`src/rtl/code_ctrl_pkg.sv`:
```
// Shared types and helpers for the keypad code-entry controller.
package code_ctrl_pkg;

   localparam int DIGIT_W = 4;

   typedef enum logic [2:0] {
      IDLE,
      SET,
      VERIFY,
      CHECK,
      LOCKED
   } state_t;

   // Lowest-priority-wins is irrelevant here: callers only use it with exactly one bit set.
   function automatic logic [DIGIT_W-1:0] onehot_to_bin(input logic [9:0] oh);
      logic [DIGIT_W-1:0] b;
      b = '0;
      for (int i = 0; i < 10; i++) begin
         if (oh[i]) b = DIGIT_W'(i);
      end
      return b;
   endfunction

endpackage

```
`src/rtl/key_edge_arb.sv`:
```
// Rising-edge detection on debounced keypad levels plus per-cycle command/digit arbitration.
module key_edge_arb
   import code_ctrl_pkg::*;
(
   input  logic               clk,
   input  logic               rst,
   input  logic [9:0]         key_digit,
   input  logic               key_setup,
   input  logic               key_sure,
   input  logic               key_clear,
   output logic               cmd_clear,
   output logic               cmd_setup,
   output logic               cmd_sure,
   output logic               dig_ev,
   output logic [DIGIT_W-1:0] dig_val,
   output logic               conflict
);

   logic [9:0] digit_q;
   logic       setup_q, sure_q, clear_q;
   logic [9:0] dig_rise;
   logic       setup_rise, sure_rise, clear_rise, any_cmd, multi;

   always_ff @(posedge clk or posedge rst) begin
      if (rst) begin
         digit_q <= '0;
         setup_q <= 1'b0;
         sure_q  <= 1'b0;
         clear_q <= 1'b0;
      end else begin
         digit_q <= key_digit;
         setup_q <= key_setup;
         sure_q  <= key_sure;
         clear_q <= key_clear;
      end
   end

   always_comb begin
      dig_rise   = key_digit & ~digit_q;
      setup_rise = key_setup & ~setup_q;
      sure_rise  = key_sure & ~sure_q;
      clear_rise = key_clear & ~clear_q;
      any_cmd    = clear_rise | setup_rise | sure_rise;
      // More than one bit set: clearing the lowest set bit leaves something behind.
      multi      = |(dig_rise & (dig_rise - 10'd1));
      cmd_clear  = clear_rise;
      cmd_setup  = setup_rise & ~clear_rise;
      cmd_sure   = sure_rise & ~clear_rise & ~setup_rise;
      dig_ev     = (|dig_rise) & ~multi & ~any_cmd;
      conflict   = multi & ~any_cmd;
      dig_val    = onehot_to_bin(dig_rise);
   end

endmodule

```
`src/rtl/code_entry_ctrl.sv`:
```
// Code entry sequencer: collects digits, programs or verifies the stored code.
// Attempt counting and the lockout window exist only when LOCKOUT_EN is defined.
//
// state  | meaning
// IDLE   | waiting for setup or first digit of an entry
// SET    | collecting a new code to store
// VERIFY | collecting an entry to compare
// CHECK  | one-cycle compare, emits code_ok / code_err
// LOCKED | too many failures, keys ignored until timer expires
module code_entry_ctrl
   import code_ctrl_pkg::*;
#(
   parameter int CODE_LEN    = 4,
   parameter int MAX_TRIES   = 3,
   parameter int LOCK_CYCLES = 50000000,
   parameter int LOCK_W      = 26
) (
   input  logic       clk,
   input  logic       rst,
   input  logic [9:0] key_digit,
   input  logic       key_setup,
   input  logic       key_sure,
   input  logic       key_clear,
   output logic       digit_valid,
   output logic [3:0] digit_cnt,
   output logic [3:0] m_disp,
   output logic       code_stored,
   output logic       setup_mode,
   output logic       code_ok,
   output logic       code_err,
   output logic       key_conflict,
   output logic       locked,
   output logic [3:0] tries_left
);

   localparam int         BUF_W     = CODE_LEN * DIGIT_W;
   localparam logic [3:0] CNT_FULL  = 4'(CODE_LEN);
   localparam logic [3:0] TRIES_MAX = 4'(MAX_TRIES);

   if (LOCK_W < 1 || LOCK_W > 31 || (64'(1) << LOCK_W) <= 64'(LOCK_CYCLES)) begin : g_bad_lock_w
      $error("LOCK_W too narrow for LOCK_CYCLES");
   end

   logic               cmd_clear, cmd_setup, cmd_sure, dig_ev, conflict;
   logic [DIGIT_W-1:0] dig_val;

   key_edge_arb u_arb (
      .clk       (clk),
      .rst       (rst),
      .key_digit (key_digit),
      .key_setup (key_setup),
      .key_sure  (key_sure),
      .key_clear (key_clear),
      .cmd_clear (cmd_clear),
      .cmd_setup (cmd_setup),
      .cmd_sure  (cmd_sure),
      .dig_ev    (dig_ev),
      .dig_val   (dig_val),
      .conflict  (conflict)
   );

   state_t           state, state_nx;
   logic [BUF_W-1:0] code_buf, buf_nx, code_reg, code_nx;
   logic [3:0]       cnt_nx, disp_nx;
   logic             stored_nx, dv_nx, ok_nx, err_nx, conf_nx;
   logic             do_clear, take;

`ifdef LOCKOUT_EN
   localparam logic [LOCK_W-1:0] LOCK_LOAD = LOCK_W'(LOCK_CYCLES - 1);
   logic [LOCK_W-1:0] lock_cnt, lock_nx;
   logic [3:0]        tries_nx;
`endif

   always_comb begin
      state_nx  = state;
      buf_nx    = code_buf;
      code_nx   = code_reg;
      cnt_nx    = digit_cnt;
      disp_nx   = m_disp;
      stored_nx = code_stored;
      dv_nx     = 1'b0;
      ok_nx     = 1'b0;
      err_nx    = 1'b0;
      conf_nx   = conflict & (state != LOCKED);
      do_clear  = 1'b0;
      take      = 1'b0;
`ifdef LOCKOUT_EN
      tries_nx  = tries_left;
      lock_nx   = lock_cnt;
`endif
      case (state)
         IDLE: begin
            if (cmd_setup) begin
               state_nx = SET;
               do_clear = 1'b1;
            end else if (dig_ev && code_stored) begin
               state_nx = VERIFY;
               take     = 1'b1;
            end
         end
         SET: begin
            if (cmd_clear || cmd_setup) begin
               do_clear = 1'b1;
            end else if (cmd_sure && digit_cnt == CNT_FULL) begin
               code_nx   = code_buf;
               stored_nx = 1'b1;
               do_clear  = 1'b1;
               state_nx  = IDLE;
`ifdef LOCKOUT_EN
               tries_nx  = TRIES_MAX;
`endif
            end else if (dig_ev) begin
               take = 1'b1;
            end
         end
         VERIFY: begin
            if (cmd_clear) begin
               do_clear = 1'b1;
               state_nx = IDLE;
            end else if (cmd_sure) begin
               state_nx = CHECK;
            end else if (dig_ev) begin
               take = 1'b1;
            end
         end
         CHECK: begin
            do_clear = 1'b1;
            state_nx = IDLE;
            if (digit_cnt == CNT_FULL && code_buf == code_reg) begin
               ok_nx = 1'b1;
`ifdef LOCKOUT_EN
               tries_nx = TRIES_MAX;
`endif
            end else begin
               err_nx = 1'b1;
`ifdef LOCKOUT_EN
               tries_nx = tries_left - 4'd1;
               if (tries_left == 4'd1) begin
                  state_nx = LOCKED;
                  lock_nx  = LOCK_LOAD;
               end
`endif
            end
         end
         LOCKED: begin
`ifdef LOCKOUT_EN
            if (lock_cnt == '0) begin
               state_nx = IDLE;
               tries_nx = TRIES_MAX;
            end else begin
               lock_nx = lock_cnt - LOCK_W'(1);
            end
`else
            state_nx = IDLE;
`endif
         end
         default: state_nx = IDLE;
      endcase

      if (do_clear) begin
         buf_nx  = '0;
         cnt_nx  = '0;
         disp_nx = '0;
      end else if (take && digit_cnt < CNT_FULL) begin
         buf_nx  = (code_buf << DIGIT_W) | BUF_W'(dig_val);
         cnt_nx  = digit_cnt + 4'd1;
         disp_nx = dig_val;
         dv_nx   = 1'b1;
      end
   end

   always_ff @(posedge clk or posedge rst) begin
      if (rst) begin
         state        <= IDLE;
         code_buf     <= '0;
         code_reg     <= '0;
         digit_cnt    <= '0;
         m_disp       <= '0;
         code_stored  <= 1'b0;
         setup_mode   <= 1'b0;
         digit_valid  <= 1'b0;
         code_ok      <= 1'b0;
         code_err     <= 1'b0;
         key_conflict <= 1'b0;
      end else begin
         state        <= state_nx;
         code_buf     <= buf_nx;
         code_reg     <= code_nx;
         digit_cnt    <= cnt_nx;
         m_disp       <= disp_nx;
         code_stored  <= stored_nx;
         setup_mode   <= (state_nx == SET);
         digit_valid  <= dv_nx;
         code_ok      <= ok_nx;
         code_err     <= err_nx;
         key_conflict <= conf_nx;
      end
   end

`ifdef LOCKOUT_EN
   always_ff @(posedge clk or posedge rst) begin
      if (rst) begin
         tries_left <= TRIES_MAX;
         locked     <= 1'b0;
         lock_cnt   <= '0;
      end else begin
         tries_left <= tries_nx;
         locked     <= (state_nx == LOCKED);
         lock_cnt   <= lock_nx;
      end
   end
`else
   assign tries_left = TRIES_MAX;
   assign locked     = 1'b0;
`endif

endmodule
```
`config.mk`:
```
export PLATFORM = sky130hd
export DESIGN_NAME = code_entry_ctrl
export DESIGN_NICKNAME = d
export VERILOG_FILES = /design/src/rtl/code_ctrl_pkg.sv /design/src/rtl/key_edge_arb.sv /design/src/rtl/code_entry_ctrl.sv
export SDC_FILE = /design/constraint.sdc
export NUM_CORES = 1
export LEC_CHECK = 0
export BUFFER_PORTS_ARGS = -buffer_cell sky130_fd_sc_hd__buf_2
export CAP_MARGIN = 20
export CORE_ASPECT_RATIO = 1.5
export CORE_MARGIN = 8
export CORE_UTILIZATION = 58
export DETAILED_ROUTE_END_ITERATION = 7
export PLACE_DENSITY = 0.84
export REMOVE_ABC_BUFFERS = 1
export SYNTH_ARGS = -nofsm -noshare
export SYNTH_HDL_FRONTEND = slang
export SYNTH_HIERARCHICAL = 1
export SYNTH_SLANG_ARGS = --single-unit
```
`constraint.sdc`:
```
create_clock -name clk -period 3.2 [get_ports clk]
set_input_delay 0.16 -clock clk [delete_from_list [all_inputs] [get_ports clk]]
set_output_delay 0.16 -clock clk [all_outputs]
set_load 0.01 [all_outputs]
```
==> results.ini, run 1 <==
[placed_design]
dpl_worst_slack_ns = 0.207
gp_congestion = 0.818
port_buffers = 28
dp.final_hpwl_um = 3760
dp.cells = 319

[run_status]
status = completed

[critical_path]
crit_slowest_cell = dlygate4sd3_1
cp_max_fo = 6
critical_path_buf_inv_count = 3
start_kind = input port
cp-end-kind = flip-flop
reg2reg_depth = 9
cp_data_arrival_time_ns = 3.36
worstReg2RegStart = u_arb/digit_q[4]$_DFF_PP0_
crit_chain = dlygate4sd3_1 -> buf_2 -> nand2b_2 -> and4_4 -> a32oi_1 -> or4_4 -> nor4_4 -> or4b_4 -> a221oi_4 -> buf_6 -> mux2_2
worst_ep_required_time_ns = 3.42
reg2reg_slack_ns = 0.17
crit_type = input port to flip-flop
crit_family = simple AND/OR/NAND/NOR gates
r2r-end = digit_cnt[0]$_DFFE_PP0P_
critical_path.max_stage_delay_ns = 0.55

[sta]
fmax_mhz = 319
slew_headroom_pct = 46.5
hold_viol_final = 0
worst_pin_slew_ns = 0.801
post-route-period-util_pct = 98.1
setup_ws_ns = 0.0609
final.setup.tns_ns = 0
slew_violations = 0
fin_skew_ns = 0.0105
period_minus_slack_ns = 3.14
report.final.setup_viol = 0

[min_path]
hold_path_class = input port to async pin

[clocking]
cts_setup_buffers = 0
clkSinkCount = 58
clock_latency_ns = 0.34
clockBufferDepth = 2
h-tree-depth = 3
cts.clk_slew.worst_paths_ns = 0.07
cts_made_buffers = 9
cts_tree = done
clockRootBuffer = clkbuf_8

[die]
die-area_mm2 = 0.00748
initial_utilization_pct = 59.5
core_mm2 = 0.00481
rows = 31
ios = 34
die_y_um = 102
die_x_um = 73.4

[synthesis]
ys_warn_count = 6
synth_flop_cell = dfrtp_1
yosysTopAreaCellShare_pct = 50.7
syn_area_per_cell_um2 = 12.3
synth_xor_area_share_pct = 4.90
synth-compound-area-share_pct = 10.6
async_reset_ff_share_pct = 100
ys_seq_area_share_pct = 50.7
synthTopCellsByArea = dfrtp_1 (51%), mux2_2 (7.9%), mux2_1 (5.5%)
muxShareOfSynthArea_pct = 13.7
synth_edf_count = 0
synth_top_family_by_area = simple AND/OR/NAND/NOR gates
synth_top_area_cell = dfrtp_1
yosys.area_share.adder_pct = 0.875
netlist_area_mm2 = 0.00286
synthSimpleGateAreaFrac_pct = 14.0
synth_seq_cells = 58
synth_cell_types = 53
syn-instance-count = 233

[grt]
grt_pass1_wl_um = 9270
grt_usage_pct = 16.5
grt-ovfl-total = 0
grt_max_degree = 46
antenna_found_initial = 0
grt_pass1_vias = 2036

[drt]
wirelength_um = 5670
drc_errors = 0
wl_per_cell_um = 16.2
ant_nets = 0
drt_pass1_iterations = 4
drt-vias-per-instance = 5.43
drt_iter0_markers = 121
via_count = 1906

[layout]
drive_above_1_share_pct = 31.9
largest_reg_flops = 16
stdcell_count = 351
area_growth_pct = 19.2
nFillCells = 362
antennaDiodeCount = 0
layout.nets = 297

[power_and_ir_drop]
cellLeakagePower_nw = 1.66
pwr_density_cell_mw_per_mm2 = 460
power_mw = 1.57
peakVddDrop_mv = 0.415

[job]
cap_viol_max_count = 0

[what timing repair did]
| action | in CTS | in global routing |
|---|---|---|
| hold buffers | 14 | 0 |
| hold endpoints to repair | 71 | 0 |
| endpoints found under the setup margin | 0 | 18 |
| resized for setup | 0 | 11 |
[routing by layer]
metal	global-route usage [%]	vias up	wire (um)
met5	0	-	0
met4	9.74	0	189
met3	6.29	17	340
met2	28.7	56	3000
met1	16.0	935	2140
li1	-	898	-
[synthesized netlist by cell type (2+ instances only)]
cell type and count:
ha_1 2, xor2_1 3, nand2b_1 5, nand4b_1 2, a31oi_1 2, nor2b_1 2, mux2_1 14, conb_1 2
a21boi_0 18, buf_4 10, and2_1 2, nor2_1 9, inv_1 6, a32oi_1 2, nand2b_2 5, buf_2 3
nand3_1 2, mux2_2 20, dfrtp_1 58, xnor2_1 13, buf_6 2, nand4_1 3, or2b_2 4, a21oi_1 8
o21ai_0 4, nand2_1 5
[per-stage QoR]
stage | utilization, % | instance area [um^2] | hold slack [ns]
5_1_grt | 70.9 | 3410 | 0.447
4_1_cts | 69.8 | 3360 | 0.376
3_5_place_dp | 62.6 | 3010 | 0.200
3_3_place_gp | 62.6 | 3010 | 0.191
2_1_floorplan | - | 2760 | 0.0370
6_report | 70.9 | 3410 | 0.397
[layout make-up]
class                           count  area (um^2)  share of cell area [%]
Sequential cell                    58         1450                    42.6
Multi-Input combinational cell    157         1310                    38.4
Timing Repair Buffer               48          340                    9.98
Clock buffer                       11          151                    4.44
Tap cell                           66         82.6                    2.42
Clock inverter                      5         52.6                    1.54
Inverter                            6         22.5                   0.660
[cells in the final DEF (no fill, tap or decap), drive strengths merged, types with 2 or more instances in the layout]
cell type     n
nand4b        2
inv           5
nor2b         3
nand3         2
dlygate4sd3  14
a21oi         9
and2          3
buf          34
clkbuf       11
nor2         10
nand2         5
nor4          2
o21ai         4
mux2         34
xor2          3
and2b         2
a21boi       18
ha            2
clkinv        4
dfrtp        58
xnor2        13
nand2b       10
nand4         3
conb          6
a31oi         2
a32oi         2
or2b          5
[worst max-delay path by stage]
stage / from / endpoint / slack (ns) / cells past startpoint
2_1_floorplan: u_arb/digit_q[1]$_DFF_PP0_ / code_buf[11]$_DFFE_PP0P_ / -0.22 / 8
3_3_place_gp: u_arb/digit_q[1]$_DFF_PP0_ / code_buf[11]$_DFFE_PP0P_ / 0.29 / 9
3_5_place_dp: u_arb/digit_q[3]$_DFF_PP0_ / digit_cnt[0]$_DFFE_PP0P_ / 0.21 / 9
4_1_cts: key_digit[1] / digit_cnt[0]$_DFFE_PP0P_ / 0.1 / 11
5_1_grt: key_digit[3] / digit_cnt[0]$_DFFE_PP0P_ / -0.01 / 11
6_report: key_digit[3] / digit_cnt[0]$_DFFE_PP0P_ / 0.06 / 11
[worst reg2reg max path: stages, from the launching register on]
cell and delay, ns:
dfrtp_1 0.37, and2b_4 0.22, nor2_8 0.15, a32oi_1 0.12, or4_4 0.51, nor4_4 0.16
or4b_4 0.50, a221oi_4 0.35, buf_6 0.19, mux2_2 0.34
[power breakdown]
| group | leakage (nW) | switching (mW) | total (mW) | internal [mW] |
|---|---|---|---|---|
| Clock | 0.105 | 0.294 | 0.691 | 0.397 |
| Sequential | 0.776 | 0.00800 | 0.754 | 0.746 |
| Combinational | 0.783 | 0.0697 | 0.123 | 0.0529 |
| Total | 1.66 | 0.371 | 1.57 | 1.20 |
[logic make-up (layout without fill, tap and decap cells)]
logic type | count (synthesis) | count (layout)
flops | 58 | 58
fa+ha+maj | 2 | 2
xor+xnor | 16 | 16
simple gates | 56 | 56
mux | 35 | 35
buf+inv | 22 | 70
compound gates | 42 | 42
other cells | 2 | 6
(Power assumes the default switching activity.)
==> inputs of run 2 (changes only) <==
--- a/config.mk
+++ b/config.mk
@@ -9,9 +9,9 @@
 export CAP_MARGIN = 20
 export CORE_ASPECT_RATIO = 1.5
 export CORE_MARGIN = 8
-export CORE_UTILIZATION = 58
+export CORE_UTILIZATION = 24
 export DETAILED_ROUTE_END_ITERATION = 7
-export PLACE_DENSITY = 0.84
+export PLACE_DENSITY = 0.45
 export REMOVE_ABC_BUFFERS = 1
 export SYNTH_ARGS = -nofsm -noshare
 export SYNTH_HDL_FRONTEND = slang
==> constraint.sdc (replaced) <==
create_clock -name clk -period 3 [get_ports clk]
set_input_delay 0.15 -clock clk [delete_from_list [all_inputs] [get_ports clk]]
set_output_delay 0.15 -clock clk [all_outputs]
set_load 0.01 [all_outputs]
==> run 2 against run 1 <==
Die area grew 110%. Clock-buffer cell count up 2. Routed wire length grew 8.3%. Critical path depth fell by 1. Power is 26% higher. Flip-flop and latch count stayed put. Clock power grew 49%. Worst setup slack got worse by 0.0040 ns. Cell count up 26%. Combinational power grew 12%. Via count is 0.94% lower. Worst hold slack better by 0.016 ns. Critical endpoint unchanged. Largest power group is now the clock network.
==> results.ini, run 2 (same netlist as run 1, synthesis figures left out) <==
[clocking]
h-tree-depth = 3  ; unchanged
clockRootBuffer = clkbuf_16  ; was clkbuf_8
clockBufferDepth = 2  ; unchanged
cts.clk_slew.worst_paths_ns = 0.05  ; was 0.07 ns
cts_tree = done  ; unchanged
clock_latency_ns = 0.32  ; was 0.34 ns
clkSinkCount = 58  ; unchanged
cts_made_buffers = 9  ; unchanged

[critical_path]
critical_path.max_stage_delay_ns = 0.51  ; was 0.55 ns
crit_chain = nand2b_2 -> and4_4 -> a32oi_2 -> or4_4 -> nor4_4 -> or4b_4 -> a221oi_4 -> buf_6 -> clkbuf_16 -> mux2_2  ; was dlygate4sd3_1 -> buf_2 -> nand2b_2 -> and4_4 -> a32oi_1 -> or4_4 -> nor4_4 -> or4b_4 -> a221oi_4 -> buf_6 -> mux2_2
cp-end-kind = flip-flop  ; unchanged
r2r-end = digit_cnt[0]$_DFFE_PP0P_  ; unchanged
critical_path_buf_inv_count = 2  ; was 3
start_kind = flip-flop  ; was input port
cp_data_arrival_time_ns = 3.14  ; was 3.36 ns
worst_ep_required_time_ns = 3.20  ; was 3.42 ns
reg2reg_slack_ns = 0.06  ; was 0.17 ns
crit_family = simple AND/OR/NAND/NOR gates  ; unchanged
crit_slowest_cell = or4_4  ; was dlygate4sd3_1
cp_max_fo = 5  ; was 6
worstReg2RegStart = u_arb/digit_q[2]$_DFF_PP0_  ; was u_arb/digit_q[4]$_DFF_PP0_
crit_type = flip-flop to flip-flop  ; was input port to flip-flop
reg2reg_depth = 10  ; was 9

[sta]
report.final.setup_viol = 0  ; unchanged
slew_violations = 0  ; unchanged
setup_ws_ns = 0.0568  ; was 0.0609 ns
rsz0062_at_grt = true
fmax_mhz = 340
fin_skew_ns = 0.00662  ; was 0.0105 ns
post-route-period-util_pct = 98.1
worst_pin_slew_ns = 0.977  ; was 0.801 ns
period_minus_slack_ns = 2.94
hold_viol_final = 0  ; unchanged
whs_ns = 0.413  ; was 0.397 ns
slew_headroom_pct = 34.9  ; was 46.5%

[die]
die-area_mm2 = 0.0157  ; was 0.00748 mm^2
die_y_um = 150  ; was 102 um
die_x_um = 105  ; was 73.4 um
ios = 34  ; unchanged
core_mm2 = 0.0118  ; was 0.00481 mm^2
rows = 49  ; was 31
initial_utilization_pct = 24.2  ; was 59.5%

[power_and_ir_drop]
cellLeakagePower_nw = 1.75  ; was 1.66 nW
peakVddDrop_mv = 0.288  ; was 0.415 mV
pwr_density_cell_mw_per_mm2 = 526  ; was 460 mW/mm^2

[placed_design]
dp.cells = 411  ; was 319
dpl_worst_slack_ns = 0.00412  ; was 0.207 ns
gp_congestion = 0.730  ; was 0.818
place_area_mm2 = 0.00317  ; was 0.00301 mm^2
port_buffers = 28  ; unchanged
dp.final_hpwl_um = 4220  ; was 3760 um

[layout]
stdcell_count = 443  ; was 351
layout.nets = 303  ; was 297
fin_area_mm2 = 0.00376  ; was 0.00341 mm^2
largest_reg_flops = 16  ; unchanged
nFillCells = 1178  ; was 362
area_growth_pct = 31.6  ; was 19.2%
drive_above_1_share_pct = 37.6  ; was 31.9%
final_common_cell = dfrtp_1  ; unchanged
antennaDiodeCount = 0  ; unchanged
final_cell_mix = dfrtp_1 (58), buf_2 (27), mux2_2 (20), a21boi_0 (18), dlygate4sd3_1 (14)  ; was dfrtp_1 (58), buf_2 (28), mux2_2 (20), a21boi_0 (18)

[run_status]
status = completed  ; unchanged

[grt]
grt_usage_pct = 8.29  ; was 16.5%
grt_max_degree = 46  ; unchanged
antenna_found_initial = 0  ; unchanged
grt_pass1_vias = 2062  ; was 2036
grt-ovfl-total = 0  ; unchanged
grt_pass1_wl_um = 10200  ; was 9270 um

[drt]
drt-vias-per-instance = 4.26  ; was 5.43
drc_errors = 0  ; unchanged
drt_pass1_iterations = 4  ; unchanged
wirelength_um = 6140  ; was 5670 um
via_count = 1888  ; was 1906
drt_iter0_markers = 31  ; was 121
ant_nets = 0  ; unchanged
wl_per_cell_um = 13.9  ; was 16.2 um

[job]
cap_viol_max_count = 0  ; unchanged

[min_path]
hold_path_class = input port to async pin  ; unchanged

-- run 2: changes by cell type in the layout (fill, tap and decap cells not counted), sizes merged --
| cell | delta |
|---|---|
| buf | +5 |
| clkbuf | +3 |
| clkinv | -3 |
| clkinvlp | -1 |
| inv | +1 |
-- run 2: routing by layer --
layer	vias up	share of wire, %	wire length (um)	GRT usage (%)
li1	916	-	-	-
met1	924	44	2680	9.24
met2	39	50	3070	14.0
met3	9	4.7	287	2.76
met4	0	1.6	100	3.87
met5	-	0	0	0
-- run 2: repair_timing --
item                                    CTS  global route
setup buffers                             1             1
gates resized for setup                   5            14
pin swaps                                 2             1
endpoints found under the hold margin    26             0
endpoints found under the setup margin   10            18
hold buffers                             14             0
cloned                                    1             1
-- run 2: final cells by class --
cell class | instances | area (um^2) | share of cell area (%)
repair buffers | 54 | 427 | 11.3
clock inverters | 2 | 35.0 | 0.931
clock buffers | 13 | 270 | 7.18
multi-input cells | 157 | 1370 | 36.3
well taps | 153 | 191 | 5.08
inverters | 6 | 22.5 | 0.598
flip-flops and latches | 58 | 1450 | 38.6
-- run 2: metrics by stage --
step / utilization [%] / TNS [ns] / power (mW)
2_1_floorplan: - / -7.45 / 0.893
6_report: 31.8 / 0 / 1.98
3_5_place_dp: 26.8 / 0 / 0.939
4_1_cts: 31.1 / 0 / 2.02
3_3_place_gp: 26.8 / 0 / 0.939
5_1_grt: 31.8 / -0.428 / 2.07
-- run 2: worst max-delay path by stage --
stage	end	depth (start not counted)	slack (ns)	start
5_1_grt	digit_cnt[0]$_DFFE_PP0P_	10	-0.05	u_arb/digit_q[2]$_DFF_PP0_
6_report	digit_cnt[0]$_DFFE_PP0P_	10	0.06	u_arb/digit_q[2]$_DFF_PP0_
4_1_cts	digit_cnt[1]$_DFFE_PP0P_	12	0.01	key_digit[5]
2_1_floorplan	code_buf[11]$_DFFE_PP0P_	8	-0.42	u_arb/digit_q[1]$_DFF_PP0_
3_5_place_dp	digit_cnt[1]$_DFFE_PP0P_	9	0.004	u_arb/digit_q[1]$_DFF_PP0_
3_3_place_gp	digit_cnt[1]$_DFFE_PP0P_	9	0.03	u_arb/digit_q[1]$_DFF_PP0_
-- run 2: where the power goes --
part,internal (mW),switching [mW],leakage (nW)
Sequential,0.797,0.00879,0.776
Combinational,0.0625,0.0759,0.825
Clock,0.703,0.331,0.152
-- run 2: tightest hold or removal path, cell delays in order --
cell and delay [ns]:
dlygate4sd3_1 0.53, buf_2 0.13, inv_1 0.36
